`config.mk`:
```
export PLATFORM = sky130hd
export DESIGN_NAME = mem_access_flat
export DESIGN_NICKNAME = d
export VERILOG_FILES = /design/src/rtl/mem_access_if.sv /design/src/rtl/mem_access.sv /design/src/flat_wrapper.sv
export SDC_FILE = /design/constraint.sdc
export NUM_CORES = 1
export LEC_CHECK = 0
export BUFFER_PORTS_ARGS = -buffer_cell sky130_fd_sc_hd__buf_4
export CAP_MARGIN = 20
export CORE_ASPECT_RATIO = 0.5
export CORE_MARGIN = 5
export CORE_UTILIZATION = 51
export CTS_CLUSTER_DIAMETER = 50
export DETAILED_ROUTE_END_ITERATION = 8
export MAX_ROUTING_LAYER = met4
export PLACE_DENSITY = 0.79
export SLEW_MARGIN = 20
export SYNTH_ARGS = -nofsm -noshare
export SYNTH_HDL_FRONTEND = slang
export SYNTH_SLANG_ARGS = --single-unit
```
`constraint.sdc`:
```
create_clock -name clk -period 5.25 [get_ports clk]
set_clock_uncertainty 0.2 [all_clocks]
set_input_delay 0.525 -clock clk [delete_from_list [all_inputs] [get_ports clk]]
set_output_delay 0.525 -clock clk [all_outputs]
set_load 0.01 [all_outputs]
```
`src/rtl/mem_access_if.sv`:
```
// Data-memory bus between the load/store unit (master) and memory (slave).
// Request attributes are held stable by the master until gnt is seen.
interface mem_access_if;
    logic        req;
    logic        we;
    logic [31:0] addr;
    logic [3:0]  wstrb;
    logic [31:0] wdata;
    logic        gnt;
    logic        rvalid;
    logic [31:0] rdata;

    modport master (
        output req, we, addr, wstrb, wdata,
        input  gnt, rvalid, rdata
    );

    modport slave (
        input  req, we, addr, wstrb, wdata,
        output gnt, rvalid, rdata
    );
endinterface

```
`src/rtl/mem_access.sv`:
```
// Load/store unit: one bus transaction per accepted request, with lane steering,
// load extension, misalignment drop and a request-to-completion timeout.
module mem_access #(
    parameter int TIMEOUT = 16
) (
    input  logic         clk,
    input  logic         rst,
    input  logic         mem_re,
    input  logic         mem_we,
    input  logic [31:0]  mem_addr,
    input  logic [31:0]  mem_wdata,
    input  logic [1:0]   byte_sel,
    input  logic         un_sign,
    input  logic [4:0]   rd_addr,
    mem_access_if.master bus,
    output logic         rd_we,
    output logic [4:0]   rd_waddr,
    output logic [31:0]  rd_wdata,
    output logic         hold,
    output logic         misalign,
    output logic         bus_err
);
    typedef enum logic [1:0] {IDLE, REQ, RESP, DONE} state_t;

    state_t      state_reg, state_next;
    logic        we_reg, sign_reg, load_ok_reg, mis_reg, err_reg;
    logic [31:0] addr_reg, wdata_reg, result_reg;
    logic [1:0]  size_reg;
    logic [4:0]  rd_reg;
    logic [3:0]  wstrb_reg;
    logic [7:0]  cnt_reg;

    logic        valid_req, misaligned, timeout_hit;
    logic [3:0]  lane_strb;
    logic [31:0] lane_data, shifted, load_ext;

    assign valid_req   = (mem_re | mem_we) && (byte_sel != 2'b11);
    assign misaligned  = ((byte_sel == 2'b01) && mem_addr[0]) ||
                         ((byte_sel == 2'b10) && (mem_addr[1:0] != 2'b00));
    assign timeout_hit = (cnt_reg == 8'(TIMEOUT - 1));

    always_comb begin
        lane_strb = 4'b1111;
        lane_data = mem_wdata;
        case (byte_sel)
            2'b00: begin
                lane_strb = 4'b0001 << mem_addr[1:0];
                lane_data = {4{mem_wdata[7:0]}};
            end
            2'b01: begin
                lane_strb = 4'b0011 << {mem_addr[1], 1'b0};
                lane_data = {2{mem_wdata[15:0]}};
            end
            default: ;
        endcase
    end

    // Extraction uses the captured address/size so it can be applied as rdata arrives.
    always_comb begin
        shifted = bus.rdata >> {addr_reg[1:0], 3'b000};
        case (size_reg)
            2'b00:   load_ext = sign_reg ? {24'b0, shifted[7:0]}
                                         : {{24{shifted[7]}}, shifted[7:0]};
            2'b01:   load_ext = sign_reg ? {16'b0, shifted[15:0]}
                                         : {{16{shifted[15]}}, shifted[15:0]};
            default: load_ext = bus.rdata;
        endcase
    end

    always_ff @(posedge clk or posedge rst) begin
        if (rst) state_reg <= IDLE;
        else     state_reg <= state_next;
    end

    // Completion is tested before the timeout so a grant/rvalid on the last cycle wins.
    always_comb begin
        state_next = state_reg;
        case (state_reg)
            IDLE: if (valid_req) state_next = misaligned ? DONE : REQ;
            REQ: begin
                if (bus.gnt)          state_next = we_reg ? DONE : RESP;
                else if (timeout_hit) state_next = DONE;
            end
            RESP: begin
                if (bus.rvalid)       state_next = DONE;
                else if (timeout_hit) state_next = DONE;
            end
            default: state_next = IDLE;
        endcase
    end

    always_ff @(posedge clk or posedge rst) begin
        if (rst) begin
            we_reg      <= 1'b0;
            sign_reg    <= 1'b0;
            load_ok_reg <= 1'b0;
            mis_reg     <= 1'b0;
            err_reg     <= 1'b0;
            addr_reg    <= '0;
            wdata_reg   <= '0;
            result_reg  <= '0;
            size_reg    <= '0;
            rd_reg      <= '0;
            wstrb_reg   <= '0;
            cnt_reg     <= '0;
        end else begin
            case (state_reg)
                IDLE: if (valid_req) begin
                    we_reg      <= mem_we;
                    sign_reg    <= un_sign;
                    addr_reg    <= mem_addr;
                    size_reg    <= byte_sel;
                    rd_reg      <= rd_addr;
                    wdata_reg   <= lane_data;
                    wstrb_reg   <= mem_we ? lane_strb : 4'b0000;
                    cnt_reg     <= '0;
                    mis_reg     <= misaligned;
                    err_reg     <= 1'b0;
                    load_ok_reg <= 1'b0;
                    result_reg  <= '0;
                end
                REQ: begin
                    cnt_reg <= cnt_reg + 8'd1;
                    if (!bus.gnt && timeout_hit) err_reg <= 1'b1;
                end
                RESP: begin
                    cnt_reg <= cnt_reg + 8'd1;
                    if (bus.rvalid) begin
                        result_reg  <= load_ext;
                        load_ok_reg <= 1'b1;
                    end else if (timeout_hit) begin
                        err_reg <= 1'b1;
                    end
                end
                default: begin
                    mis_reg     <= 1'b0;
                    err_reg     <= 1'b0;
                    load_ok_reg <= 1'b0;
                end
            endcase
        end
    end

    always_comb begin
        bus.req   = (state_reg == REQ);
        bus.we    = (state_reg == REQ) && we_reg;
        bus.addr  = (state_reg == REQ) ? {addr_reg[31:2], 2'b00} : 32'b0;
        bus.wstrb = (state_reg == REQ) ? wstrb_reg : 4'b0000;
        bus.wdata = (state_reg == REQ) ? wdata_reg : 32'b0;
        rd_we     = (state_reg == DONE) && load_ok_reg;
        rd_waddr  = rd_we ? rd_reg : 5'b0;
        rd_wdata  = rd_we ? result_reg : 32'b0;
        misalign  = (state_reg == DONE) && mis_reg;
        bus_err   = (state_reg == DONE) && err_reg;
        // Reset gates the combinational path so hold is low throughout reset.
        hold      = !rst && ((state_reg == REQ) || (state_reg == RESP) ||
                             ((state_reg == IDLE) && valid_req));
    end
endmodule

```
`src/flat_wrapper.sv`:
```
// flat-port wrapper written by rule: the top's interface ports become plain ports
module mem_access_flat 
#(
    parameter int TIMEOUT = 16
)
  (clk, rst, mem_re, mem_we, mem_addr, mem_wdata, byte_sel, un_sign, rd_addr, rd_we, rd_waddr, rd_wdata, hold, misalign, bus_err, bus_req, bus_we, bus_addr, bus_wstrb, bus_wdata, bus_gnt, bus_rvalid, bus_rdata);
  mem_access_if bus_i ();
  input  logic clk;
  input  logic rst;
  input  logic mem_re;
  input  logic mem_we;
  input  logic [31:0] mem_addr;
  input  logic [31:0] mem_wdata;
  input  logic [1:0] byte_sel;
  input  logic un_sign;
  input  logic [4:0] rd_addr;
  output logic rd_we;
  output logic [4:0] rd_waddr;
  output logic [31:0] rd_wdata;
  output logic hold;
  output logic misalign;
  output logic bus_err;
  output wire logic [$bits(bus_i.req)-1:0] bus_req;
  output wire logic [$bits(bus_i.we)-1:0] bus_we;
  output wire logic [$bits(bus_i.addr)-1:0] bus_addr;
  output wire logic [$bits(bus_i.wstrb)-1:0] bus_wstrb;
  output wire logic [$bits(bus_i.wdata)-1:0] bus_wdata;
  input wire logic [$bits(bus_i.gnt)-1:0] bus_gnt;
  input wire logic [$bits(bus_i.rvalid)-1:0] bus_rvalid;
  input wire logic [$bits(bus_i.rdata)-1:0] bus_rdata;
  assign bus_req = bus_i.req;
  assign bus_we = bus_i.we;
  assign bus_addr = bus_i.addr;
  assign bus_wstrb = bus_i.wstrb;
  assign bus_wdata = bus_i.wdata;
  assign bus_i.gnt = bus_gnt;
  assign bus_i.rvalid = bus_rvalid;
  assign bus_i.rdata = bus_rdata;
  mem_access #(.TIMEOUT(TIMEOUT)) u_core (.clk(clk), .rst(rst), .mem_re(mem_re), .mem_we(mem_we), .mem_addr(mem_addr), .mem_wdata(mem_wdata), .byte_sel(byte_sel), .un_sign(un_sign), .rd_addr(rd_addr), .bus(bus_i), .rd_we(rd_we), .rd_waddr(rd_waddr), .rd_wdata(rd_wdata), .hold(hold), .misalign(misalign), .bus_err(bus_err));
endmodule
```
[Word-level counts from Yosys, hierarchy flattened]
Index checks and enable logic that the tools add are counted.
Storage, ports and cells
  flip-flop bits (word level): 122
  bits in latches: 0
  RAM bits: 0
  bits in read-only memories: 0
  input port bits: 110
  word-level logic and storage cells: 93
  memories kept: 0
Cells by class
  add/sub/neg operators: 1
  multipliers: 0
  divide/modulo/power cells: 0
  order comparisons: 0
  equality and inequality tests: 13
  shift-type cells: 3
  multiplexer cells: 32
  bitwise operators: 3
  reduce and logical (&&, ||, !) cells: 28
Operator list (number)
  $mux 32: 7
  $pmux 32 s2: 3
  $shr 32x5->16: 1
  $pmux 8 s2: 1
  $logic_and 1x1->1: 10
  $mux 2: 5
  $add 8x1->8 const B: 1
  $eq 8x4->1 const B: 1
  $mux 4: 2
  $mux 8: 1
  $pmux 4 s2: 1
  $mux 1: 7
  $eq 2x1->1 const B: 3
  $eq 2x2->1 const B: 3
  $logic_not 2->1: 3
  $ne 2x1->1 const B: 3
  $ne 2x2->1 const B: 3
  $pmux 1 s3: 2
  $pmux 2 s3: 1
  $reduce_and 2->1: 3
  $reduce_and 3->1: 2
  $reduce_bool 2->1: 3
  $mux 5: 1
  $reduce_and 4->1: 1
  other kinds (8): 12

[Depth between registers and ports, before layout]
Gate-level depths: netlist of the first run.
  depth in word-level cells: 6
  gate-level depth with buffers: 8
  gate-level depth less buffers: 6

[Least setup slack after synthesis of the first run]
OpenSTA, ideal clock, no wires.
  path kind: reg2out
  start point: register u_core.state_reg[0]
  end point: output hold
  arrival: 1.367 ns
  path slack: 3.158 ns
  stages on the path, launching flop included: 7
  path buffers: 2
  cell sequence: dfrtp_1 inv_1 ha_1 clkbuf_8 clkbuf_1 a21oi_1 nor2_1
Between the ends
  longest elaborated chain between the ends: 4
Ends and longest elaborated chain
  start: declaration: RTL line mem_access.sv:25  | state_t state_reg, state_next;
  start signal: assignment: RTL line mem_access.sv:72  | else state_reg <= state_next;
  $eq 2x1->1 (tied with other cells): RTL line mem_access.sv:156  | hold = !rst && ((state_reg == REQ) || (state_reg == RESP) ||
  $logic_or 1x1->1 / $logic_and 1x1->1 (equally long branches): RTL line mem_access.sv:156, mem_access.sv:157
  $logic_or 1x1->1 *: RTL line mem_access.sv:156
  $logic_and 1x1->1 *: RTL line mem_access.sv:156
  end: declaration: RTL line flat_wrapper.sv:20  | output logic hold;
Every way passes the cells marked *; elsewhere a longest branch is shown, timed or not.

[Worst setup path in the final report of the first run]
Ends and elaborated chain as after synthesis.

==> impl_metrics.toml, run 1 <==
[clocking]
cts_hold_buffers = 0
cts_root_buf = "clkbuf_16"
clkLatencyLatePin_ns = 0.41
cts_sinks = 122
cts_resized = 0
cts_tree = "done"
clk_path_buf_depth = 2
cts_setup_buffers = 0
path_clk_slew_ns = 0.06
h-tree-depth = 4
cts_buffers = 17

[detailed_routing]
route.top_layer_used = "met4"
num_vias = 5768
wl_met1_um = 7758
wl_met3_um = 1181
drc_errors = 0
drt_pass1_iterations = 7
finalWirelength_um = 18660
vias_per_cell = 5.605
wire_per_inst_um = 18.14
ant_nets = 0
first_iter_violations = 397
wl_met2_um = 9334

[power]
seq_power_share = 0.344
pwr-share-comb = 0.392
leakage_nw = 4.381
p_sw_mw = 1.786
swShare = 0.3649
peakVddDrop_uv = 268.6
clockPowerShare = 0.264
power_density_mw_per_mm2 = 553.5
p_int_mw = 3.108

[floorplanning]
initial_utilization = 0.5180
dieArea_mm2 = 0.01533
die_w_um = 170.2
num_rows = 29
die_h_um = 90.08
pin_count = 221
core_area_mm2 = 0.01263

[critical_path]
worst-endpoint-arrival_ns = 2.13
cp_max_fo = 19
end_kind = "output pin"
cp_data_required_time_ns = 4.53
r2r.worst_path.cells = 5
critical_path_class = "register to output pin"
critPathLaunchType = "register"

[grt]
overflow = 0
grt_max_degree = 104
grt_pass1_vias = 5770
antenna_found_initial = 0
grt_pass1_wl_um = 29990
grt_usage = 0.2474

[yosys]
synth_area_per_cell_um2 = 9.941
synth_top_area_frac = 0.4667
synth_cells = 658
ys_ff_latch = 122
synth-edff-count = 0
ys_types = 57
synth_largest_area_cell = "dfrtp_1"
synth_flop_cell = "dfrtp_1"
synth.cell_area_mm2 = 0.006541
ys_async_sr_fraction = 1.000
synth_warnings = 0
seq_area_frac_synth = 0.4667
synth_area_leaders = "dfrtp_1, mux2_2, and2_1, mux2i_1, o21ai_0"

[run]
drv_cap = 0

[cells_and_area]
final_nets = 962
postLayoutCellArea_mm2 = 0.008841
final_cells = 1029
drive_gt1_frac = 0.3737
layout_common_cells = "buf_4, dfrtp_1, and2_1"
layout_commonest_cell = "buf_4"
syn_to_final_growth_pct = 35.16
antenna_cells = 0

[sta]
rsz0062_at_grt = "no"
setup_viol_count_final = 0
setup_tns_ns = 0
hold_violations = 0
tightest_slew_ns = 0.9767
whs_ns = 0.07408
max_freq_mhz = 349.7
finalCritPeriodShare = 0.5447
period_needed_ns = 2.860
finalMaxSlewViolations = 0
slew_headroom = 0.3489

[placement]
dp_cells = 997
placed_area_mm2 = 0.008168
gp_routability_congestion = 0.8988
numPortBuffers = 218
place_hpwl_um = 12880

[run_status]
status = "complete, no violations"

[worst_hold_path]
hp-class = "primary input to async pin"
[layout make-up]
class	count	area, um^2
fillers	969	3786
repair buffers	220	1652
flip-flops and latches	122	3053
clock inverters	15	224.0
well taps	170	212.7
inverters	11	46.29
multi-input cells	474	3228
clock buffers	17	425.4
[per-stage QoR]
step / util / total power, mW / setup WS, ns
after floorplan: - / 2.936 / 1.282
after global placement: 0.6468 / 3.501 / 2.453
after detailed placement: 0.6468 / 3.586 / 2.264
after CTS: 0.6983 / 4.890 / 2.163
after global routing: 0.7002 / 5.204 / 2.270
final: 0.7002 / 4.894 / 2.390
[worst max-delay path: stages (launching register included)]
cell and delay [ns]:
dfrtp_1 0.47, inv_1 0.13, ha_1 0.72, a21oi_1 0.15
nor2_1 0.12, buf_4 0.13
[cell families after synthesis]
group | count (synthesis) | synth area share
and+or+nand+nor | 240 | 0.1863
AOI/OAI and AO/OA | 140 | 0.1469
DFF | 122 | 0.4667
muxes | 82 | 0.1366
buffers and inverters | 63 | 0.04610
adders and majority gates | 6 | 0.01148
xor gates and xnor gates | 4 | 0.005355
other | 1 | 0.0005733
[synth_stat cells (3+ instances only)]
cell type / n
a211oi_1: 8
xnor2_1: 4
and2_1: 71
nand3_1: 5
nor2b_1: 3
mux2_2: 51
nand2_1: 68
clkbuf_1: 29
nor2_1: 45
inv_1: 9
o21ai_0: 51
o22ai_1: 8
buf_1: 3
a21oi_1: 12
a221oi_1: 5
buf_2: 12
o31ai_1: 8
dfrtp_1: 122
buf_4: 4
o21ai_1: 11
mux2i_1: 29
and3_1: 37
a22o_1: 6
a32oi_1: 10
ha_1: 6
[layer usage]
| metal | track usage | vias up |
|---|---|---|
| li1 | - | 2689 |
| met1 | 0.3073 | 2825 |
| met2 | 0.4080 | 216 |
| met3 | 0.04996 | 38 |
| met4 | 0.08040 | 0 |
| met5 | - | - |
[power by group through the flow]
stage | clock (mW) | combinational [mW] | sequential [mW]
after global routing | 1.35 | 2.12 | 1.74
after CTS | 1.30 | 1.92 | 1.67
final | 1.29 | 1.92 | 1.68
after floorplan | 0 | 1.42 | 1.52
after detailed placement | 0 | 1.91 | 1.68
after global placement | 0 | 1.85 | 1.65
[worst paths after layout]
path | end | start | slack (ns)
max | hold | u_core.state_reg[0] | 2.39
min | u_core.state_reg[1] | rst | 0.07
max reg2reg | u_core.cnt_reg[6] | u_core.state_reg[0] | 2.46
min reg2reg | u_core.result_reg[0] | u_core.result_reg[0] | 0.26
max in group asynchronous | u_core.addr_reg[1] | rst | 3.78
min in group clk | u_core.addr_reg[11] | mem_addr[11] | 0.14
(Power assumes the default switching activity.)
==> inputs of run 2 (changes only) <==
CORE_UTILIZATION = 46   (was 51)
PLACE_DENSITY = 0.75   (was 0.79)
clock period = 2.45 ns   (was 5.25 ns; I/O delays follow)
==> run 2 against run 1 <==
  * Register-to-register slack worse by 2.2 ns
  * Sequential share of layout area shrank 4.2 points
  * Hold slack got worse by 0.058 ns
  * First-iteration DRC count grew 26%
  * Critical path depth is the same
  * Design area rose by 14%
  * Combinational power increased by 140%
  * Via count increased by 8.2%
  * Sequential power rose by 110%
  * Final cell count is 14% higher
==> impl_metrics.toml, run 2 (synthesis results as in run 1) <==
[clocking]
clk_path_buf_depth = 2
cts_setup_buffers = 0
cts_tree = "done"
cts_root_buf = "clkbuf_16"
clkLatencyLatePin_ns = 0.40
cts_sinks = 122
cts_buffers = 17
h-tree-depth = 4
path_clk_slew_ns = 0.06

[critical_path]
cp_max_fo = 16
r2r.worst_path.cells = 5
end_kind = "register"
critPathLaunchType = "register"
cp_data_required_time_ns = 2.56
reg2reg_slack_ns = 0.23
worst-endpoint-arrival_ns = 2.33
critical_path_class = "register to register"
r2r_start = "u_core.addr_reg[1]"
worst_r2r_endpoint = "u_core.result_reg[27]"

[grt]
grt_pass1_vias = 6357
grt_usage = 0.2509
overflow = 0
grt_max_degree = 123
grt_pass1_wl_um = 32600
antenna_found_initial = 0

[power]
peakVddDrop_uv = 535.3
leakage_nw = 4.902
pwr-share-comb = 0.435
p_int_mw = 6.871
finalPower_mw = 10.77
power_density_mw_per_mm2 = 1070
p_sw_mw = 3.900
seq_power_share = 0.323
swShare = 0.3621
clockPowerShare = 0.242

[placement]
numPortBuffers = 218
dp_cells = 1038
gp_routability_congestion = 0.9074
place_hpwl_um = 13120

[cells_and_area]
antenna_cells = 0
final_cells = 1173
fillers = 980
final_nets = 1084
layout_commonest_cell = "buf_4"
regArea_mm2 = 0.003053
multi_input_area_mm2 = 0.003209
syn_to_final_growth_pct = 53.84
layout_common_cells = "buf_4, dfrtp_1, dlygate4sd3_1"
drive_gt1_frac = 0.3445
final_util = 0.7325

[detailed_routing]
drt_pass1_iterations = 5
ant_nets = 0
drc_errors = 0
wire_per_inst_um = 17.54
num_vias = 6240
vias_per_cell = 5.320
finalWirelength_um = 20570
first_iter_violations = 500

[run]
drv_cap = 0

[floorplanning]
pin_count = 221
dieArea_mm2 = 0.01685
initial_utilization = 0.4761
num_rows = 30
die_w_um = 178.6
die_h_um = 94.32
core_area_mm2 = 0.01374

[sta]
tightest_slew_ns = 0.8159
period_needed_ns = 2.218
whs_ns = 0.01584
setup_viol_count_final = 0
hold_violations = 0
finalCritPeriodShare = 0.9052
slew_headroom = 0.4549
setup_tns_ns = 0
max_freq_mhz = 450.9
finalMaxSlewViolations = 0
rsz0062_at_grt = "no"

[worst_hold_path]
min_from = "bus_rdata[30]"
hold_depth = 3
hp-class = "primary input to register"
hold_path_end = "u_core.result_reg[30]"

[run_status]
status = "complete, no violations"
run 2: metrics by stage:
stage               instance area (um^2)  setup slack [ns]
detailed placement                  8414            0.1386
floorplan                           6549            0.4556
global route                       10060            0.1244
finish                             10060            0.2323
global placement                    8414            0.2402
CTS                                10060           0.02945
run 2: power groups by stage:
stage	sequential (mW)	combinational, mW	clock (mW)
floorplan	3.26	3.04	0
global placement	3.42	4.38	0
detailed placement	3.47	4.49	0
CTS	3.45	4.65	2.64
global route	3.58	5.13	2.74
finish	3.48	4.69	2.60
run 2: worst max-delay path, cell delays in order (launching register included):
cell and delay [ns]:
dfrtp_1 0.46, nor2b_1 0.67, a41o_1 0.33, o31ai_4 0.06, buf_4 0.21, o21ai_0 0.19
run 2: repair_timing:
item | CTS | global route
hold buffers | 103 | 0
endpoints found under the hold margin | 226 | 0
gates resized for setup | 0 | 1
setup endpoints to repair | 0 | 14
run 2: how the worst max path moves through the flow:
stage                                    from               endpoint  slack (ns)
after CTS                 u_core.state_reg[0]                   hold        0.03
after global routing      u_core.state_reg[0]                   hold        0.12
after floorplan           u_core.state_reg[0]     u_core.addr_reg[0]        0.46
after global placement    u_core.state_reg[0]      u_core.cnt_reg[7]        0.24
after detailed placement  u_core.state_reg[0]  u_core.result_reg[13]        0.14
final                      u_core.addr_reg[1]  u_core.result_reg[27]        0.23
run 2: metal layers:
layer,track usage,part of all wire
met1,0.3095,0.42
met4,0.08424,0.023
met5,-,0
met3,0.04624,0.063
met2,0.4206,0.50
run 2: area by class of cell:
type	instances	area share
sequential	122	0.3034
clock inverter	10	0.01405
timing repair buffer	342	0.2882
inverter	11	0.004476
clock buffer	22	0.04712
multi-input combinational	474	0.3189
tap	192	0.02387
==> inputs of run 3 (changes only) <==
ABC_AREA = 1   (was not set)
ABC_CLOCK_PERIOD_IN_PS = 2450   (was not set)
CORE_UTILIZATION = 47   (was 46)
CTS_CLUSTER_SIZE = 16   (was not set)
PLACE_DENSITY = 0.76   (was 0.75)
==> run 3 against run 2 <==
  * Power grew 1.7%
  * Global-route usage rose by 1.6 points
  * Final cell count up 30%
  * Critical path type is now register to output pin
  * Critical endpoint is now hold
  * Largest cell class is now registers
==> impl_metrics.toml, run 3 <==
[sta]
hold_violations = 0
rsz0062_at_grt = "no"
setup_ws_ns = 0.1715
finalCritPeriodShare = 0.9300
setup_tns_ns = 0
slew_headroom = 0.6094
finalMaxSlewViolations = 0
period_needed_ns = 2.279
tightest_slew_ns = 0.5846
max_freq_mhz = 438.9
setup_viol_count_final = 0

[clocking]
cts_sinks = 122
clk_path_buf_depth = 2
path_clk_slew_ns = 0.05
cts_tree = "done"
cts_root_buf = "clkbuf_16"
cts_buffers = 17
clkLatencyLatePin_ns = 0.41
h-tree-depth = 4
cts_setup_buffers = 0

[placement]
dp_cells = 1408
place_hpwl_um = 14680
gp_routability_congestion = 0.9085
numPortBuffers = 218
place_ws_ns = 0.3700

[power]
peakVddDrop_uv = 499.7
finalPower_mw = 10.96
leakage_nw = 5.912
power_density_mw_per_mm2 = 1073

[critical_path]
max_stage_delay_ns = 0.42
r2r.worst_path.cells = 8
end_kind = "output pin"
critPathLaunchType = "register"
critical_path_buf_inv_count = 4
critical_path_class = "register to output pin"
critPathMostFrequentCell = "inv_2"
cp_cell_sequence = "inv_1, ha_2, inv_2, nor2_4, inv_2, a21oi_1, buf_4"
cp_num_cells = 7
path_delay_family = "buffers and inverters"
critPathSlowestCell = "dfrtp_1"
worst-endpoint-arrival_ns = 1.83
cp_data_required_time_ns = 2.01
cp_max_fo = 5

[detailed_routing]
num_vias = 7590
drc_errors = 0
wire_per_inst_um = 14.79
first_iter_violations = 541
vias_per_cell = 4.964
drt_pass1_iterations = 6
ant_nets = 0
finalWirelength_um = 22620

[floorplanning]
die_h_um = 95.38
die_w_um = 180.8
initial_utilization = 0.4761
num_rows = 31
dieArea_mm2 = 0.01724
core_area_mm2 = 0.01439
pin_count = 221

[yosys]
synth_warnings = 0
seq_area_frac_synth = 0.4456
ys_async_sr_fraction = 1.000
ys_ff_latch = 122
synth-edff-count = 0
synth_cells = 1026
ys_top_cells_by_count = "nand2_1, inv_1, dfrtp_1"
synth.cell_area_mm2 = 0.006852
synth_top_area_frac = 0.4456
synth_area_per_cell_um2 = 6.678
synth.most_common_cell = "nand2_1"
synth_area_leaders = "dfrtp_1, nand2_1, inv_1, o21ai_0, a21oi_1"
synth_flop_cell = "dfrtp_1"
synth_largest_area_cell = "dfrtp_1"
ys_types = 29

[grt]
antenna_found_initial = 0
grt_usage = 0.2664
met1_usage = 0.3147
grt_util_met3 = 0.05640
grt.busiest_layer = "met2"
grt_max_degree = 88
grt_pass1_vias = 7595
overflow = 0
gr-usage-met2 = 0.4546
grt_pass1_wl_um = 36390

[cells_and_area]
regArea_mm2 = 0.003053
multi_input_area_mm2 = 0.002944
final_util = 0.7094
final_cells = 1529
layout_commonest_cell = "nand2_1"
fillers = 1169
syn_to_final_growth_pct = 49.00
final_nets = 1434
layout_common_cells = "nand2_1, buf_4, inv_1"
drive_gt1_frac = 0.2113

[run_status]
status = "complete, no violations"

[worst_hold_path]
hp-class = "primary input to register"
hold_depth = 5

[run]
drv_cap = 0
==> run 3: cell count changes in the layout (fill, tap and decap cells not counted), moves of 14 or more <==
cell,before,now
and2_1,71,0
dlygate4sd3_1,103,89
mux2i_1,29,0
nand3_1,5,37
inv_1,8,164
a21oi_1,12,48
nand2_1,67,432
mux2_2,51,0
and3_1,37,0
==> run 3: repair_timing <==
item / in CTS / in global routing
gates resized for setup: 0 / 2
hold buffers: 89 / 0
setup endpoints to repair: 0 / 5
endpoints found under the hold margin: 108 / 0
==> run 3: cells by family after synthesis <==
kind of cell | synth area share
adder cells (fa/ha/maj) | 0.01096
AO/OA/AOI/OAI | 0.09825
other | 0.0005473
buffers and inverters | 0.1266
flip-flops | 0.4456
AND/OR/NAND/NOR | 0.3181
==> run 3: metrics by stage <==
step	instance area (um^2)	hold slack, ns
floorplan	6859	0.1616
global placement	8683	0.1485
detailed placement	8683	0.1578
CTS	10200	0.001039
global route	10210	0.02940
finish	10210	0.01049
==> run 3: worst paths after layout <==
kind                       slack, ns                     to                start
setup reg to reg                0.18   u_core.result_reg[6]   u_core.addr_reg[1]
setup / recovery                0.17                   hold  u_core.state_reg[0]
hold reg to reg                 0.27    u_core.addr_reg[26]  u_core.addr_reg[26]
hold / removal                  0.01  u_core.result_reg[15]        bus_rdata[15]
max in group asynchronous       1.10    u_core.addr_reg[29]                  rst
min in group asynchronous       0.29     u_core.size_reg[0]                  rst
==> run 3: routing by layer <==
layer  share of wire  wire length, um
met1            0.41             9178
met2            0.49            11190
met3           0.069             1565
met4           0.030              685
met5               0                0
==> run 3: layout make-up <==
| class | instances | share of cell area |
|---|---|---|
| Multi-Input combinational cell | 684 | 0.2884 |
| Sequential cell | 122 | 0.2991 |
| Clock inverter | 11 | 0.01655 |
| Antenna cell | 1 | 0.0002451 |
| Tap cell | 198 | 0.02427 |
| Clock buffer | 20 | 0.04474 |
| Inverter | 171 | 0.06324 |
| Timing Repair Buffer | 322 | 0.2635 |
==> run 3: tightest hold or removal path, cell delays in order <==
cell	delay, ns
buf_4	0.10
nand2_1	0.05
nand3_1	0.08
nand2_1	0.05
nand2_1	0.05
==> run 3: power breakdown <==
part / switching [mW] / internal, mW / total, mW
clock network: 0.934 / 1.75 / 2.69
logic: 2.94 / 1.85 / 4.79
registers: 0.564 / 2.91 / 3.48
total: 4.44 / 6.52 / 11.0
